File: config.mk
export PLATFORM = sky130hd
export DESIGN_NAME = gemm_tile_issuer
export DESIGN_NICKNAME = d
export VERILOG_FILES = /design/src/rtl/gemm_tile_issuer_pkg.sv /design/src/rtl/gemm_tile_issuer_tile_dim_counter.sv /design/src/rtl/gemm_tile_issuer.sv
export SDC_FILE = /design/constraint.sdc
export NUM_CORES = 1
export LEC_CHECK = 0
export BUFFER_PORTS_ARGS = -buffer_cell sky130_fd_sc_hd__buf_2
export CAP_MARGIN = 10
export CORE_MARGIN = 10
export CORE_UTILIZATION = 62
export CTS_CLUSTER_DIAMETER = 120
export DETAILED_ROUTE_END_ITERATION = 8
export PLACE_DENSITY = 0.85
export SKIP_LAST_GASP = 1
export SLEW_MARGIN = 25
export SYNTH_ARGS = -nofsm -noshare
export SYNTH_HDL_FRONTEND = slang
export SYNTH_HIERARCHICAL = 1
export SYNTH_SLANG_ARGS = --single-unit
File: constraint.sdc
create_clock -name clk -period 7.75 [get_ports clk]
set_input_delay 0 -clock clk [delete_from_list [all_inputs] [get_ports clk]]
set_output_delay 0 -clock clk [all_outputs]
set_load 0.05 [all_outputs]
File: src/rtl/gemm_tile_issuer_pkg.sv
// Shared configuration for the GEMM tile issuer:
// array dimensions, tile limits, FSM states and descriptor layout.
package gemm_tile_issuer_pkg;

  localparam int SMALL_SYS_ROWS = 16;
  localparam int SMALL_SYS_COLS = 16;
  localparam int CFG_DIM_W      = 16;
  localparam int CFG_TILE_K     = SMALL_SYS_ROWS;
  localparam int CFG_TILE_N     = SMALL_SYS_COLS;

  typedef enum logic [1:0] {
    IDLE,
    ISSUE,
    DONE
  } tile_state_e;

  typedef struct packed {
    logic [4:0]           ksize;
    logic [4:0]           nsize;
    logic [CFG_DIM_W-1:0] k_off;
    logic [CFG_DIM_W-1:0] n_off;
    logic                 k_last;
    logic                 n_last;
  } tile_desc_t;

endpackage

File: src/rtl/gemm_tile_issuer_tile_dim_counter.sv
// One tiling dimension: offset register, remainder, clamped size, last flag.
// Outputs reflect the next-cycle offset so the top can register them.
module tile_dim_counter
  import gemm_tile_issuer_pkg::*;
#(
  parameter int DIM_W = CFG_DIM_W,
  parameter int TILE  = 16
) (
  input  logic             clk,
  input  logic             rst,
  input  logic             load,
  input  logic [DIM_W-1:0] total,
  input  logic             step,
  input  logic             clr,
  output logic [DIM_W-1:0] off_nxt,
  output logic [4:0]       size_nxt,
  output logic             last_nxt
);

  logic [DIM_W-1:0] tot_q, tot_d;
  logic [DIM_W-1:0] off_q, off_d;
  logic [DIM_W:0]   rem;

  always_comb begin
    tot_d = tot_q;
    off_d = off_q;
    if (load) begin
      tot_d = total;
      off_d = '0;
    end else if (clr) begin
      off_d = '0;
    end else if (step) begin
      off_d = off_q + DIM_W'(TILE);
    end
  end

  // Extra bit keeps the remainder from wrapping.
  always_comb begin
    rem      = {1'b0, tot_d} - {1'b0, off_d};
    last_nxt = rem <= (DIM_W+1)'(TILE);
    size_nxt = last_nxt ? rem[4:0] : 5'(TILE);
    off_nxt  = off_d;
  end

  always_ff @(posedge clk) begin
    if (rst) begin
      tot_q <= '0;
      off_q <= '0;
    end else begin
      tot_q <= tot_d;
      off_q <= off_d;
    end
  end

endmodule

File: src/rtl/gemm_tile_issuer.sv
// Walks a K x N GEMM job in tiles (K inner loop) and
// issues one registered descriptor per tile over valid/ready.
module gemm_tile_issuer
  import gemm_tile_issuer_pkg::*;
#(
  parameter int DIM_W  = CFG_DIM_W,
  parameter int TILE_K = CFG_TILE_K,
  parameter int TILE_N = CFG_TILE_N
) (
  input  logic             clk,
  input  logic             rst,
  input  logic             start,
  input  logic [DIM_W-1:0] k_total,
  input  logic [DIM_W-1:0] n_total,
  output logic             busy,
  output logic             tile_valid,
  input  logic             tile_ready,
  output logic [4:0]       ksize,
  output logic [4:0]       nsize,
  output logic [DIM_W-1:0] k_off,
  output logic [DIM_W-1:0] n_off,
  output logic             k_last,
  output logic             n_last,
  output logic             done
);

  tile_state_e state_q, state_d;
  tile_desc_t  desc_q, desc_d;
  logic        busy_q, busy_d;
  logic        valid_q, valid_d;
  logic        done_q, done_d;

  logic             load, xfer;
  logic             k_step, k_clr, n_step;
  logic [DIM_W-1:0] k_off_nxt, n_off_nxt;
  logic [4:0]       k_size_nxt, n_size_nxt;
  logic             k_last_nxt, n_last_nxt;

  tile_dim_counter #(.DIM_W(DIM_W), .TILE(TILE_K)) u_k_cnt (
    .clk      (clk),
    .rst      (rst),
    .load     (load),
    .total    (k_total),
    .step     (k_step),
    .clr      (k_clr),
    .off_nxt  (k_off_nxt),
    .size_nxt (k_size_nxt),
    .last_nxt (k_last_nxt)
  );

  tile_dim_counter #(.DIM_W(DIM_W), .TILE(TILE_N)) u_n_cnt (
    .clk      (clk),
    .rst      (rst),
    .load     (load),
    .total    (n_total),
    .step     (n_step),
    .clr      (1'b0),
    .off_nxt  (n_off_nxt),
    .size_nxt (n_size_nxt),
    .last_nxt (n_last_nxt)
  );

  always_comb begin
    xfer    = valid_q && tile_ready;
    state_d = state_q;
    load    = 1'b0;
    k_step  = 1'b0;
    k_clr   = 1'b0;
    n_step  = 1'b0;
    unique case (state_q)
      IDLE: begin
        if (start) begin
          load    = 1'b1;
          state_d = (k_total == '0 || n_total == '0) ? DONE : ISSUE;
        end
      end
      ISSUE: begin
        if (xfer) begin
          if (!desc_q.k_last) begin
            k_step = 1'b1;
          end else if (!desc_q.n_last) begin
            k_clr  = 1'b1;
            n_step = 1'b1;
          end else begin
            state_d = DONE;
          end
        end
      end
      DONE:    state_d = IDLE;
      default: state_d = IDLE;
    endcase
  end

  // Stalled ISSUE leaves the counters untouched, so desc_d holds.
  always_comb begin
    busy_d  = state_d == ISSUE;
    valid_d = state_d == ISSUE;
    done_d  = state_d == DONE;
    desc_d  = '0;
    if (state_d == ISSUE) begin
      desc_d.ksize  = k_size_nxt;
      desc_d.nsize  = n_size_nxt;
      desc_d.k_off  = k_off_nxt;
      desc_d.n_off  = n_off_nxt;
      desc_d.k_last = k_last_nxt;
      desc_d.n_last = n_last_nxt;
    end
  end

  always_ff @(posedge clk) begin
    if (rst) begin
      state_q <= IDLE;
      busy_q  <= 1'b0;
      valid_q <= 1'b0;
      done_q  <= 1'b0;
      desc_q  <= '0;
    end else begin
      state_q <= state_d;
      busy_q  <= busy_d;
      valid_q <= valid_d;
      done_q  <= done_d;
      desc_q  <= desc_d;
    end
  end

  assign busy       = busy_q;
  assign tile_valid = valid_q;
  assign done       = done_q;
  assign ksize      = desc_q.ksize;
  assign nsize      = desc_q.nsize;
  assign k_off      = desc_q.k_off;
  assign n_off      = desc_q.n_off;
  assign k_last     = desc_q.k_last;
  assign n_last     = desc_q.n_last;

endmodule

* Yosys cells after proc, flatten, opt, wreduce, memory -nomap -nowiden *
Index checks and enable logic that the tools add are counted.

storage, ports and cells
  register bits = 112
  input port bits = 36
  output and inout bits = 47
  logic and storage cells = 59

operators by class
  add/subtract/negate cells = 4
  $lt $le $gt $ge = 2
  equality and inequality tests = 3
  multiplexer cells = 24
  bitwise logic cells = 3
  reduce and logical (&&, ||, !) cells = 8

operator list
  cell                                                                     number
  16-bit two-way mux                                                       7
  17-bit by 5-bit <= comparator with 1-bit output (second input constant)  2
  16-bit by 16-bit subtractor with 17-bit output                           2
  16-bit by 5-bit adder with 16-bit output (second input constant)         2
  16-bit zero test                                                         2
  2-bit two-way mux                                                        5
  5-bit two-way mux                                                        2
  1-bit two-way mux                                                        9
  3-bit OR reduction                                                       2
  2-bit by 1-bit == test with 1-bit output (second input constant)         2
  2-bit case mux with 2 select lines                                       1
  1-bit inverter                                                           3
  2-bit == test (second input constant)                                    1
  2-bit zero test                                                          1
  2-bit OR reduction                                                       1
  1-bit logical AND                                                        1
  1-bit logical OR                                                         1

* Logic depth before layout (Yosys ltp) *
  word-level depth = 10
  gate-level depth with buffers = 18
  depth with buffers taken out = 16

* Hierarchy *
Netlist, hierarchy kept.

by module, submodules not included
  module                       times used  cells each  area each (um^2)  sequential area each (um^2)
  tile_dim_counter at u_k_cnt  1           282         2,293.4           640.6
  tile_dim_counter at u_n_cnt  1           268         2,225.9           640.6
  gemm_tile_issuer             1           170         1,561.5           960.9

* Worst setup path before layout *
No wires, ideal clock.

  path type = reg2reg
  from = register valid_q, in the netlist tile_valid
  to = register desc_q, in the netlist nsize[4]
  setup time = 112 ps
  arrival time = 4,497 ps
  required time = 7,638 ps
  setup slack = 3,141 ps
  cell stages (with the launch flop) = 19
  path buffers = 2
  clock period less this slack = 4,609 ps
  cells stage by stage = dfxtp_1 > nand3_1 > nor4b_1 > and4_1 > clkbuf_1 > nand3_1 > xnor2_1 > nand2_1 > ha_1 > clkbuf_1 > a21o_1 > a21o_1 > a21o_1 > a211oi_1 > xor2_1 > nand3b_1 > or4_1 > nand2_1 > nor2_1

on the way
  cells in the longest elaborated chain, start to end = 8
  elaborated cells on any way between the ends = 13
  classes of those cells = 1 x add/sub; 1 x order compare; 1 x eq/ne; 7 x mux; 1 x bitwise; 2 x reduce/logical

RTL lines
  what                                              line                                     source
  start, declared                                   gemm_tile_issuer.sv:30                   logic valid_q, valid_d;
  start signal, assigned                            gemm_tile_issuer.sv:120                  valid_q <= valid_d;
  1-bit logical AND *                               gemm_tile_issuer.sv:64                   xfer = valid_q && tile_ready;
  1-bit two-way mux * (2 in series)                 --
  net k_clr                                         gemm_tile_issuer.sv:34                   logic k_step, k_clr, n_step;
  16-bit two-way mux *                              gemm_tile_issuer_tile_dim_counter.sv:32  end else if (step) begin
  16-bit two-way mux *                              gemm_tile_issuer_tile_dim_counter.sv:27  if (load) begin
  16-bit by 16-bit subtractor with 17-bit output *  gemm_tile_issuer_tile_dim_counter.sv:39  rem = {1'b0, tot_d} - {1'b0, off_d};
  17-bit by 5-bit <= comparator with 1-bit output   gemm_tile_issuer_tile_dim_counter.sv:40  last_nxt = rem <= (DIM_W+1)'(TILE);
  5-bit two-way mux *                               gemm_tile_issuer_tile_dim_counter.sv:41  size_nxt = last_nxt ? rem[4:0] : 5'(TILE);
  net n_size_nxt[4]                                 gemm_tile_issuer.sv:36                   logic [4:0] k_size_nxt, n_size_nxt;
  end signal, assigned                              gemm_tile_issuer.sv:122                  desc_q <= desc_d;
  end, declared                                     gemm_tile_issuer.sv:28                   tile_desc_t desc_q, desc_d;

Mark *: on every way through the listed nets, which the timed path passes. The rest lies on a longest branch.
A chain may end at the register's enable or synchronous reset.

* Worst setup path after layout *
  from = register state_q[0]
  to = register desc_q, in the netlist ksize[4]

on the way
  cells in the longest elaborated chain, start to end = 8
  elaborated cells on any way between the ends = 20
  classes of those cells = 1 x add/sub; 1 x order compare; 2 x eq/ne; 13 x mux; 1 x bitwise; 2 x reduce/logical

RTL lines
  what                                              line                                     source
  start, declared                                   gemm_tile_issuer.sv:27                   tile_state_e state_q, state_d;
  start signal, assigned                            gemm_tile_issuer.sv:118                  state_q <= state_d;
  2-bit by 1-bit == test with 1-bit output *        gemm_tile_issuer.sv:70                   unique case (state_q)
  1-bit two-way mux *                               gemm_tile_issuer.sv:70
  net k_step                                        gemm_tile_issuer.sv:34
  16-bit two-way mux *                              gemm_tile_issuer_tile_dim_counter.sv:32
  16-bit two-way mux *                              gemm_tile_issuer_tile_dim_counter.sv:30  end else if (clr) begin
  16-bit two-way mux *                              gemm_tile_issuer_tile_dim_counter.sv:27
  16-bit by 16-bit subtractor with 17-bit output *  gemm_tile_issuer_tile_dim_counter.sv:39
  17-bit by 5-bit <= comparator with 1-bit output   gemm_tile_issuer_tile_dim_counter.sv:40
  5-bit two-way mux *                               gemm_tile_issuer_tile_dim_counter.sv:41
  net k_size_nxt[4]                                 gemm_tile_issuer.sv:36

Marks and branches as above.

==> summary.md <==
| Metric | Value |
|---|---|
| Most common cell in the synthesized netlist | `dfxtp_1` |
| R2R Path Start | `state_q[0]` |
| TritonCTS buffer count | `9` |
| Initial DRC count | `~390` |
| Final core occ | `70.8%` |
| RSZ-0062 raised after global routing | `no` |
| N_diodes | `0` |
| Crit-path max FO | `10` |
| Mapped Cells | `between 700 and 800` |
| Final GP Congestion | `0.942` |
| Yosys top cell area share | `36.9%` |
| Crit start category | `flip-flop` |
| Post-synthesis sequential area ratio | `between 30% and 40%` |
| Hold_ws | `approximately 0.004 ns` |
| Layout cells sized above 1 | `19.2%` |
| Seq. cell area | `around 2200 µm²` |
| CTS clock-pin slew for the worst setup and hold paths | `0.11 ns` |
| Global-route wire length before repair | `roughly 25000 µm` |
| Outcome | `finished, final reports clean` |
| Cell Area, Synth | `approximately 6000 µm²` |
| Post-CTS Hold Buffers | `10` |
| Slew at the pin closest to its max-slew limit | `0.939 ns` |
| Synth area leader | `dfxtp_1` |
| Clk buf depth | `2` |
| Tcrit/Tclk final | `between 50 and 60%` |
| Setup Skew | `0.0154 ns` |
| Total GRT Usage | `21.0%` |
| Drt total wl | `roughly 15000 µm` |
| Final setup fails | `0` |
| Synth Area per Inst | `around 8.4 µm²` |
| Synth cell count leaders | `112 x dfxtp_1, 97 x nor2_1, 95 x nand2_1, 35 x inv_1, 35 x nor2b_1` |
| Post-CTS setup buffer count | `0` |
| Final min period | `about 4.6 ns` |
| Initial antenna violation count | `0` |
| Fin nets | `just under 900` |
| MaxCap Viol Count | `0` |
| Critical path origin | `state_q[0]` |
| Synth Register Bits | `between 100 and 150` |
| Post-Place Cells | `between 900 and 1000` |
| P per Cell Area | `about 190 nW/µm²` |
| WHS Path Cells | `3` |
| Crit Path Class | `flip-flop to flip-flop` |
| Layout fillers | `roughly 730` |
| Mapped Nets | `a little under 800` |
| Ys async rst share | `0%` |
| Vias per inst | `between 5 and 6` |
| Post-DP HPWL | `11500 µm` |
| DRC | `0` |
| Worst reg2reg path depth | `15` |
| Main flop type after synthesis | `dfxtp_1` |
| Total Neg Setup Slack | `0 ns` |
| Core Region | `between 9000 and 10000 µm²` |
| Top post-synthesis cells by area | `dfxtp_1 37%, ha_1 7.0%, nor2_1 6.0%` |
| Maximum VDD drop | `~0.087 mV` |
| H-tree Lvls | `3` |
| Die X | `119 µm` |
| Worst slew margin relative to its limit | `around 37%` |
| EDFF count, synth | `0` |
| Arr. time, crit path | `approximately 4.8 ns` |
| Yosys Warn Count | `6` |
| Vias in the first global route | `about 5000` |
| Max Fclk | `0.218 GHz` |
| Die Height | `119 µm` |
| Ports | `83` |
| Leak | `between 3 and 4 nW` |
| Post-cts gate resize count | `0` |
| DRT antenna net count | `0` |
| DRT Pass-1 Iters | `5` |
| Sink Count | `around 110` |
| Root Driver | `clkbuf_8` |
| Initial core utilization | `between 60% and 70%` |
| Overflow after GRT | `0` |
| Core Rows | `36` |
| Drt wl/cell | `roughly 16 µm` |
| Worst min path class | `primary input to flip-flop` |
| Worst Min Path Start | `n_total[13]` |
| Max-slew violations | `0` |
| Worst-Skew Late Latency | `roughly 0.37 ns` |
| Required @ worst endpoint | `~8.0 ns` |
| Cell Count, Final, Fillers Out | `slightly above 900` |
| Port Buf Inserts | `between 80 and 90` |
| Multi-input logic area | `between 3000 and 4000 µm²` |
| Worst setup EP type | `flip-flop` |
| CTS tree | `built` |
| Reg2Reg Capture Point | `ksize[4]` |
| Synth-to-Final Area Change | `12.8%` |
| Hold Crit Endpoint | `u_n_cnt/tot_q[13]` |
| Synth unique cells | `between 60 and 70` |
| Die area | `between 10000 and 15000 µm²` |
| Vias | `roughly 5300` |
| Worst reg-to-reg setup slack | `3.16 ns` |
| Pin count of the biggest net entering global routing | `slightly below 70` |
| Final Hold Fails | `0` |
worst max path at each step:
stage / endpoint / slack [ns]
floorplan: nsize[4] / 3.14
finish: ksize[4] / 3.16
CTS: ksize[4] / 2.90
detailed placement: ksize[4] / 2.91
global placement: ksize[4] / 3.22
global route: ksize[4] / 2.74
through the flow:
step           cell area, µm²  setup WS, ns  total power [mW]
3_3_place_gp             6550          3.22             0.914
4_1_cts                  6850          2.90              1.28
3_5_place_dp             6550          2.91             0.918
5_1_grt                  6860          2.74              1.34
2_1_floorplan            6080          3.14             0.853
6_report                 6860          3.16              1.28
flip-flops by register name, summed over array words and instances, names as in the netlist:
signal and cells:
k_off 16, n_off 16, u_k_cnt/off_q 16, u_k_cnt/tot_q 16
u_n_cnt/off_q 16, u_n_cnt/tot_q 16, ksize 5, nsize 5
state_q 2, done 1, k_last 1, n_last 1
tile_valid 1
cell families after synthesis:
group	share of synthesized area, %
flip-flops	36.9
adder cells (fa/ha/maj)	7.65
XOR/XNOR	5.33
AND/OR/NAND/NOR	26.9
multiplexers	6.87
other	0.0617
AO/OA/AOI/OAI	11.7
buffers and inverters	4.63
where the power goes:
group          internal [mW]  switching [mW]
clock network          0.154           0.204
registers              0.588         0.00431
logic                  0.133           0.192
total                  0.876           0.400
cell usage in the layout (no fill, tap or decap), types with 12 or more instances in the layout:
cell type / synthesis / routed
mux2_2: 30 / 30
inv_1: 35 / 35
buf_2: 0 / 82
ha_1: 34 / 34
a21oi_1: 22 / 22
nor2_1: 97 / 94
nand2_1: 95 / 95
nor4_1: 12 / 12
xor2_1: 13 / 13
o21ai_0: 15 / 15
nand3_1: 14 / 14
nand2b_1: 14 / 14
nor2_2: 11 / 14
xnor2_1: 24 / 24
nor2b_1: 35 / 35
dfxtp_1: 112 / 112
worst max-delay path, stage by stage (launching register included):
cell	delay (ns)
dfxtp_1	0.46
nand3_1	0.19
nor3_1	0.46
and4_1	0.41
nand3_1	0.13
xnor2_1	0.17
nand2_1	0.15
ha_1	0.50
a21oi_1	0.32
o221ai_1	0.14
a2111oi_0	0.41
and4_1	0.30
nand4_2	0.18
or4b_1	0.52
nand2_1	0.07
nor2_1	0.04
routing by layer:
layer	wire [µm]	part of all wire, %	vias to the layer above	GRT usage (%)
li1	-	-	2614	-
met1	7100	47	2449	28.3
met2	6810	45	183	33.2
met3	928	6.1	19	3.87
met4	256	1.7	0	6.87
met5	0	0	-	0
final cells by class:
cell class | instances | share of cell area [%]
clock inverter | 7 | 1.15
multi-input combinational | 543 | 52.1
clock buffer | 9 | 1.81
sequential | 112 | 32.7
timing repair buffer | 96 | 7.88
tap | 133 | 2.43
inverter | 35 | 1.92
Power figures use the tool's default switching activity.
